--- src/rtl/rr_arbiter4_pkg.sv ---
// Shared types and helpers for the four-client round-robin arbiter.
package arb_pkg;

  localparam int N_CLIENTS = 4;
  localparam int IDX_W     = 2;

  typedef enum logic {
    ARB_IDLE  = 1'b0,
    ARB_OWNED = 1'b1
  } arb_state_e;

  // Rotating search starting at last+1; returns {found, index}.
  function automatic logic [IDX_W:0] rr_pick(input logic [N_CLIENTS-1:0] r,
                                             input logic [IDX_W-1:0]     last);
    logic [IDX_W:0]   res;
    logic [IDX_W-1:0] idx;
    res = {(IDX_W+1){1'b0}};
    for (int k = 1; k <= N_CLIENTS; k++) begin
      idx = last + IDX_W'(k);
      if (!res[IDX_W] && r[idx]) begin
        res = {1'b1, idx};
      end else begin
        res = res;
      end
    end
    return res;
  endfunction

endpackage

--- src/rtl/rr_arbiter4_if.sv ---
// Request/grant bundle between the clients (master) and the arbiter (slave).
interface rr_arbiter4_if;
  import arb_pkg::*;

  logic [N_CLIENTS-1:0] req;
  logic [N_CLIENTS-1:0] grant;
  logic [IDX_W-1:0]     grant_idx;
  logic                 grant_valid;
  logic                 preempt;

  modport master (output req, input grant, grant_idx, grant_valid, preempt);
  modport slave  (input req, output grant, grant_idx, grant_valid, preempt);

endinterface

--- src/rtl/rr_arbiter4_dec.sv ---
// 2:4 one-hot decoder with enable; all-zero output when disabled.
module decoder2_4
  import arb_pkg::*;
(
  input  logic [IDX_W-1:0]     sel,
  input  logic                 en,
  output logic [N_CLIENTS-1:0] y
);

  // One-hot decode of sel, gated by en
  always_comb begin
    y = 4'b0000;
    if (en) begin
      case (sel)
        2'd0:    y = 4'b0001;
        2'd1:    y = 4'b0010;
        2'd2:    y = 4'b0100;
        2'd3:    y = 4'b1000;
        default: y = 4'b0000;
      endcase
    end else begin
      y = 4'b0000;
    end
  end

endmodule

--- src/rtl/rr_arbiter4.sv ---
// Four-requester round-robin arbiter with hold limit and registered one-hot grant.
module rr_arbiter4
  import arb_pkg::*;
#(
  parameter int MAX_HOLD = 8
)(
  input  logic          clk,
  input  logic          rst,
  rr_arbiter4_if.slave  bus
);

  localparam logic [7:0] HOLD_LIM = 8'(MAX_HOLD - 1);

  arb_state_e           state_r, state_nxt_s;
  logic [IDX_W-1:0]     owner_r, owner_nxt_s;
  logic [IDX_W-1:0]     last_r, last_nxt_s;
  logic [7:0]           hold_cnt_r, hold_nxt_s;
  logic                 preempt_nxt_s;
  logic [N_CLIENTS-1:0] own_mask_s, others_s, grant_nxt_s;
  logic [IDX_W:0]       pick_all_s, pick_oth_s;
  logic                 owned_nxt_s;
  logic [N_CLIENTS-1:0] grant_r;
  logic [IDX_W-1:0]     grant_idx_r;
  logic                 grant_valid_r, preempt_r;

  // Next-state arbitration; in OWNED, last equals owner so the owner is searched last and masked
  always_comb begin
    state_nxt_s   = state_r;
    owner_nxt_s   = owner_r;
    last_nxt_s    = last_r;
    hold_nxt_s    = hold_cnt_r;
    preempt_nxt_s = 1'b0;
    own_mask_s    = 4'b0001 << owner_r;
    others_s      = bus.req & ~own_mask_s;
    pick_all_s    = rr_pick(bus.req, last_r);
    pick_oth_s    = rr_pick(others_s, last_r);
    case (state_r)
      ARB_IDLE: begin
        if (pick_all_s[IDX_W]) begin
          state_nxt_s = ARB_OWNED;
          owner_nxt_s = pick_all_s[IDX_W-1:0];
          last_nxt_s  = pick_all_s[IDX_W-1:0];
          hold_nxt_s  = 8'd0;
        end else begin
          state_nxt_s = ARB_IDLE;
        end
      end
      ARB_OWNED: begin
        if (!bus.req[owner_r]) begin
          if (pick_oth_s[IDX_W]) begin
            owner_nxt_s = pick_oth_s[IDX_W-1:0];
            last_nxt_s  = pick_oth_s[IDX_W-1:0];
          end else begin
            state_nxt_s = ARB_IDLE;
          end
          hold_nxt_s = 8'd0;
        end else if (!pick_oth_s[IDX_W]) begin
          hold_nxt_s = (hold_cnt_r >= HOLD_LIM) ? HOLD_LIM : hold_cnt_r + 8'd1;
        end else if (hold_cnt_r >= HOLD_LIM) begin
          owner_nxt_s   = pick_oth_s[IDX_W-1:0];
          last_nxt_s    = pick_oth_s[IDX_W-1:0];
          hold_nxt_s    = 8'd0;
          preempt_nxt_s = 1'b1;
        end else begin
          hold_nxt_s = hold_cnt_r + 8'd1;
        end
      end
      default: begin
        state_nxt_s = ARB_IDLE;
        hold_nxt_s  = 8'd0;
      end
    endcase
    owned_nxt_s = (state_nxt_s == ARB_OWNED);
  end

  decoder2_4 u_dec (
    .sel (owner_nxt_s),
    .en  (owned_nxt_s),
    .y   (grant_nxt_s)
  );

  // State and output registers
  always_ff @(posedge clk) begin
    if (rst) begin
      state_r       <= ARB_IDLE;
      owner_r       <= 2'd0;
      last_r        <= 2'd3;
      hold_cnt_r    <= 8'd0;
      grant_r       <= 4'b0000;
      grant_idx_r   <= 2'd0;
      grant_valid_r <= 1'b0;
      preempt_r     <= 1'b0;
    end else begin
      state_r       <= state_nxt_s;
      owner_r       <= owner_nxt_s;
      last_r        <= last_nxt_s;
      hold_cnt_r    <= hold_nxt_s;
      grant_r       <= grant_nxt_s;
      grant_idx_r   <= owner_nxt_s;
      grant_valid_r <= owned_nxt_s;
      preempt_r     <= preempt_nxt_s;
    end
  end

  assign bus.grant       = grant_r;
  assign bus.grant_idx   = grant_idx_r;
  assign bus.grant_valid = grant_valid_r;
  assign bus.preempt     = preempt_r;

endmodule

--- src/flat_wrapper.sv ---
// flat-port wrapper written by rule: the top's interface ports become plain ports
module rr_arbiter4_flat import arb_pkg::*;
#(
  parameter int MAX_HOLD = 8
)
  (clk, rst, bus_req, bus_grant, bus_grant_idx, bus_grant_valid, bus_preempt);
  rr_arbiter4_if bus_i ();
  input  logic clk;
  input  logic rst;
  input wire logic [$bits(bus_i.req)-1:0] bus_req;
  output wire logic [$bits(bus_i.grant)-1:0] bus_grant;
  output wire logic [$bits(bus_i.grant_idx)-1:0] bus_grant_idx;
  output wire logic [$bits(bus_i.grant_valid)-1:0] bus_grant_valid;
  output wire logic [$bits(bus_i.preempt)-1:0] bus_preempt;
  assign bus_i.req = bus_req;
  assign bus_grant = bus_i.grant;
  assign bus_grant_idx = bus_i.grant_idx;
  assign bus_grant_valid = bus_i.grant_valid;
  assign bus_preempt = bus_i.preempt;
  rr_arbiter4 #(.MAX_HOLD(MAX_HOLD)) u_core (.clk(clk), .rst(rst), .bus(bus_i));
endmodule
--- config.mk ---
export PLATFORM = sky130hd
export DESIGN_NAME = rr_arbiter4_flat
export DESIGN_NICKNAME = d
export VERILOG_FILES = /design/src/rtl/rr_arbiter4_pkg.sv /design/src/rtl/rr_arbiter4_if.sv /design/src/rtl/rr_arbiter4_dec.sv /design/src/rtl/rr_arbiter4.sv /design/src/flat_wrapper.sv
export SDC_FILE = /design/constraint.sdc
export NUM_CORES = 1
export LEC_CHECK = 0
export ABC_AREA = 0
export ABC_CLOCK_PERIOD_IN_PS = 2250
export CORE_MARGIN = 2
export CORE_UTILIZATION = 40
export CTS_CLUSTER_DIAMETER = 40
export DETAILED_ROUTE_END_ITERATION = 12
export PLACE_DENSITY_LB_ADDON = 0.05
export SLEW_MARGIN = 20
export SYNTH_ARGS = -nofsm -noshare
export SYNTH_HDL_FRONTEND = slang
export SYNTH_HIERARCHICAL = 1
export SYNTH_SLANG_ARGS = --single-unit
--- constraint.sdc ---
create_clock -name clk -period 2.25 [get_ports clk]
set_input_delay 0.3375 -clock clk [delete_from_list [all_inputs] [get_ports clk]]
set_output_delay 0.3375 -clock clk [all_outputs]
set_load 0.03 [all_outputs]
==> results.yml <==
global_routing:
  met3_usage: 0.0408
  grt_use_met1: 0.255
  grt_pass1_wl_um: 4700
  busiest_layer: "met2"
  grt_max_degree: 17
  overflow: 0
  antenna_found_initial: 0
  track_usage: 0.181
  grt_pass1_vias: 1018
  met2_usage: 0.274
timing:
  fin_crit_ns: 2.19
  fmax_ghz: 0.457
  finalMaxSlewViolations: 0
  hold_violations: 0
  fin_worst_skew_ns: 0.00225
  period_share: 0.971
  rsz0062_at_grt: "false"
  slew_headroom: 0.618
  setup_viol: 0
  worst_pin_slew_ns: 0.570
synth:
  yosysWarnings: 6
  synth-main-ff-cell: "dfxtp_1"
  synth.distinct_cells: 51
  synth.avg_cell_area_um2: 8.51
  ys_seq_area_frac: 0.318
  synth_cells: 133
  async_flop_share: 0
  synth_edf_count: 0
  syn_nets: 140
  synth_area_um2: 1130
  synth-seq-cells: 18
routing:
  ant_nets: 0
  wire_per_inst_um: 13.7
  first_pass_iters: 4
  drt-initial-drc-count: 49
  drc_errors: 0
  routed_via_density: 5.63
  finalWirelength_um: 2750
  vias: 1131
floorplan:
  num_rows: 19
  chipHeight_um: 57.2
  io_pins: 14
  die_area_um2: 3270
  coreArea_um2: 2730
  die_width_um: 57.2
  floorplan.initialDensity: 0.414
power_and_ir_drop:
  p_switching_w: 0.000302
  ir_drop_v: 0.000363
  pwr-share-comb: 0.390
  power.leakage_nw: 0.652
  p_int_w: 0.000631
  switching_share: 0.324
  power_density_nw_per_um2: 611
  pwr-share-seq: 0.395
  clkPwrFrac: 0.215
setup_path:
  path_depth: 7
  slowest_stage: "mux4_2"
  startpoint_type: "flop"
  critical_path_class: "flop to flop"
  cp.arrival_ns: 2.36
  cp_data_required_time_ns: 2.42
  critPathMaxStageDelay_ns: 0.55
  worst-path-buf-inv: 0
  end_kind: "flop"
  worst-r2r-cell-count: 7
  critPathMaxFanout: 5
  path_delay_family: "compound AO/OA/AOI/OAI gates"
  cp_cell_sequence: "mux4_2 > nand3_2 > nand3_4 > a221o_1 > a21oi_2 > and3b_1 > nor2b_1"
finish:
  fillCellCount: 258
  area_growth_pct: 34.8
  layout-drive-gt1-share: 0.282
  antenna_cells: 0
  final_nets: 178
  multi_input_area_um2: 739
  layout_commonest_cell: "buf_4"
  mostFrequentLayoutCells: "27 x buf_4, 16 x dfxtp_1, 15 x nor2_1"
  post-route-util: 0.558
  ff_latch_area_um2: 365
  fin_area_um2: 1530
place:
  globalplace.congestion: 0.797
  placed_area_um2: 1470
  port_buffers: 13
  hpwl_um: 2150
cts:
  cts_tree: "built"
  clkLatencyLatePin_ns: 0.29
  htree_levels: 1
  postCtsSetupRepairBufs: 0
  cts_hold_buf: 0
  cts_buffer_depth: 2
  clock-sinks: 18
  cts_root_buf: "clkbuf_4"
  cts_buffers: 3
  clk_pin_slew_ns: 0.10
run_status:
  status: "completed"
flow_run:
  cap_violations: 0
worst_hold_path:
  min_path_cells: 2
  hp-class: "flop to flop"
## registers in the layout, indices dropped and copies added, names as in the netlist
signal	cells
u_core/bus.grant	4
u_core/bus.grant_idx	2
u_core/bus.grant_valid	1
u_core/bus.preempt	1
u_core/hold_cnt_r	8
u_core/last_r	2
## power by group through the flow
stage / registers, W / logic, W / clock network [W]
finish: 0.000368 / 0.000364 / 0.000201
global route: 0.000373 / 0.000394 / 0.000222
CTS: 0.000367 / 0.000355 / 0.000207
detailed placement: 0.000374 / 0.000353 / 0
global placement: 0.000374 / 0.000348 / 0
floorplan: 0.000399 / 0.000190 / 0
## synth_stat cells (3+ instances only)
master    count  share of area
nor2b_1       9          0.050
a31oi_1       3          0.017
inv_1         3         0.0099
a21oi_1       6          0.027
dfxtp_1      18           0.32
buf_2         4          0.018
a211oi_1      4          0.027
nor3_1        4          0.018
o21ai_0       9          0.040
nand2_1       7          0.023
nor2_1       15          0.050
## worst paths after layout
check / slack [ns] / from / end
setup reg to reg: 0.06 / u_core/bus.grant_idx[1]$_SDFF_PP0_ / u_core/bus.grant[2]$_SDFF_PP0_
hold reg to reg: 0.49 / u_core/hold_cnt_r[7]$_SDFFE_PP0P_ / u_core/hold_cnt_r[7]$_SDFFE_PP0P_
setup / recovery: 0.06 / u_core/bus.grant_idx[1]$_SDFF_PP0_ / u_core/bus.grant[2]$_SDFF_PP0_
hold / removal: 0.49 / u_core/hold_cnt_r[7]$_SDFFE_PP0P_ / u_core/hold_cnt_r[7]$_SDFFE_PP0P_
## logic make-up after synthesis
kind of cell / share of synthesized area
AOI/OAI and AO/OA: 0.249
adders and majority gates: 0.0298
buffers and inverters: 0.0442
DFF: 0.318
muxes: 0.0475
and+or+nand+nor: 0.312
## worst reg2reg max path, stage by stage (launching register included)
cell and delay (ns):
dfxtp_2 0.41, mux4_2 0.55, nand3_2 0.12, nand3_4 0.11, a221o_1 0.40, a21oi_2 0.18, and3b_1 0.19, nor2b_1 0.11
## stage by stage
stage / total power, W / setup TNS (ns) / worst slack, ns / hold WS, ns / std cells
floorplan: 0.000589 / 0 / 0.0550 / 0.409 / 133
global placement: 0.000723 / -1.57 / -0.357 / 0.452 / 197
detailed placement: 0.000727 / -1.96 / -0.420 / 0.463 / 197
CTS: 0.000929 / 0 / 0.0232 / 0.488 / 201
global route: 0.000988 / 0 / 0.00883 / 0.532 / 201
finish: 0.000933 / 0 / 0.0641 / 0.486 / 201
## final cells by class
class	instances	share of cell area
multi-input combinational	105	0.484
sequential	18	0.239
timing repair buffer	40	0.220
tap	31	0.0254
clock buffer	4	0.0238
inverter	3	0.00738
## layer usage
layer,vias up,share of wire
met1,526,0.47
met2,43,0.46
met4,0,0.0018
met3,2,0.068
li1,560,-
met5,-,0
## repair_timing
item	CTS	global route
gates resized for setup	3	7
pin swaps	1	4
setup endpoints to repair	3	4
No activity file was read; power rests on OpenSTA's default activity.
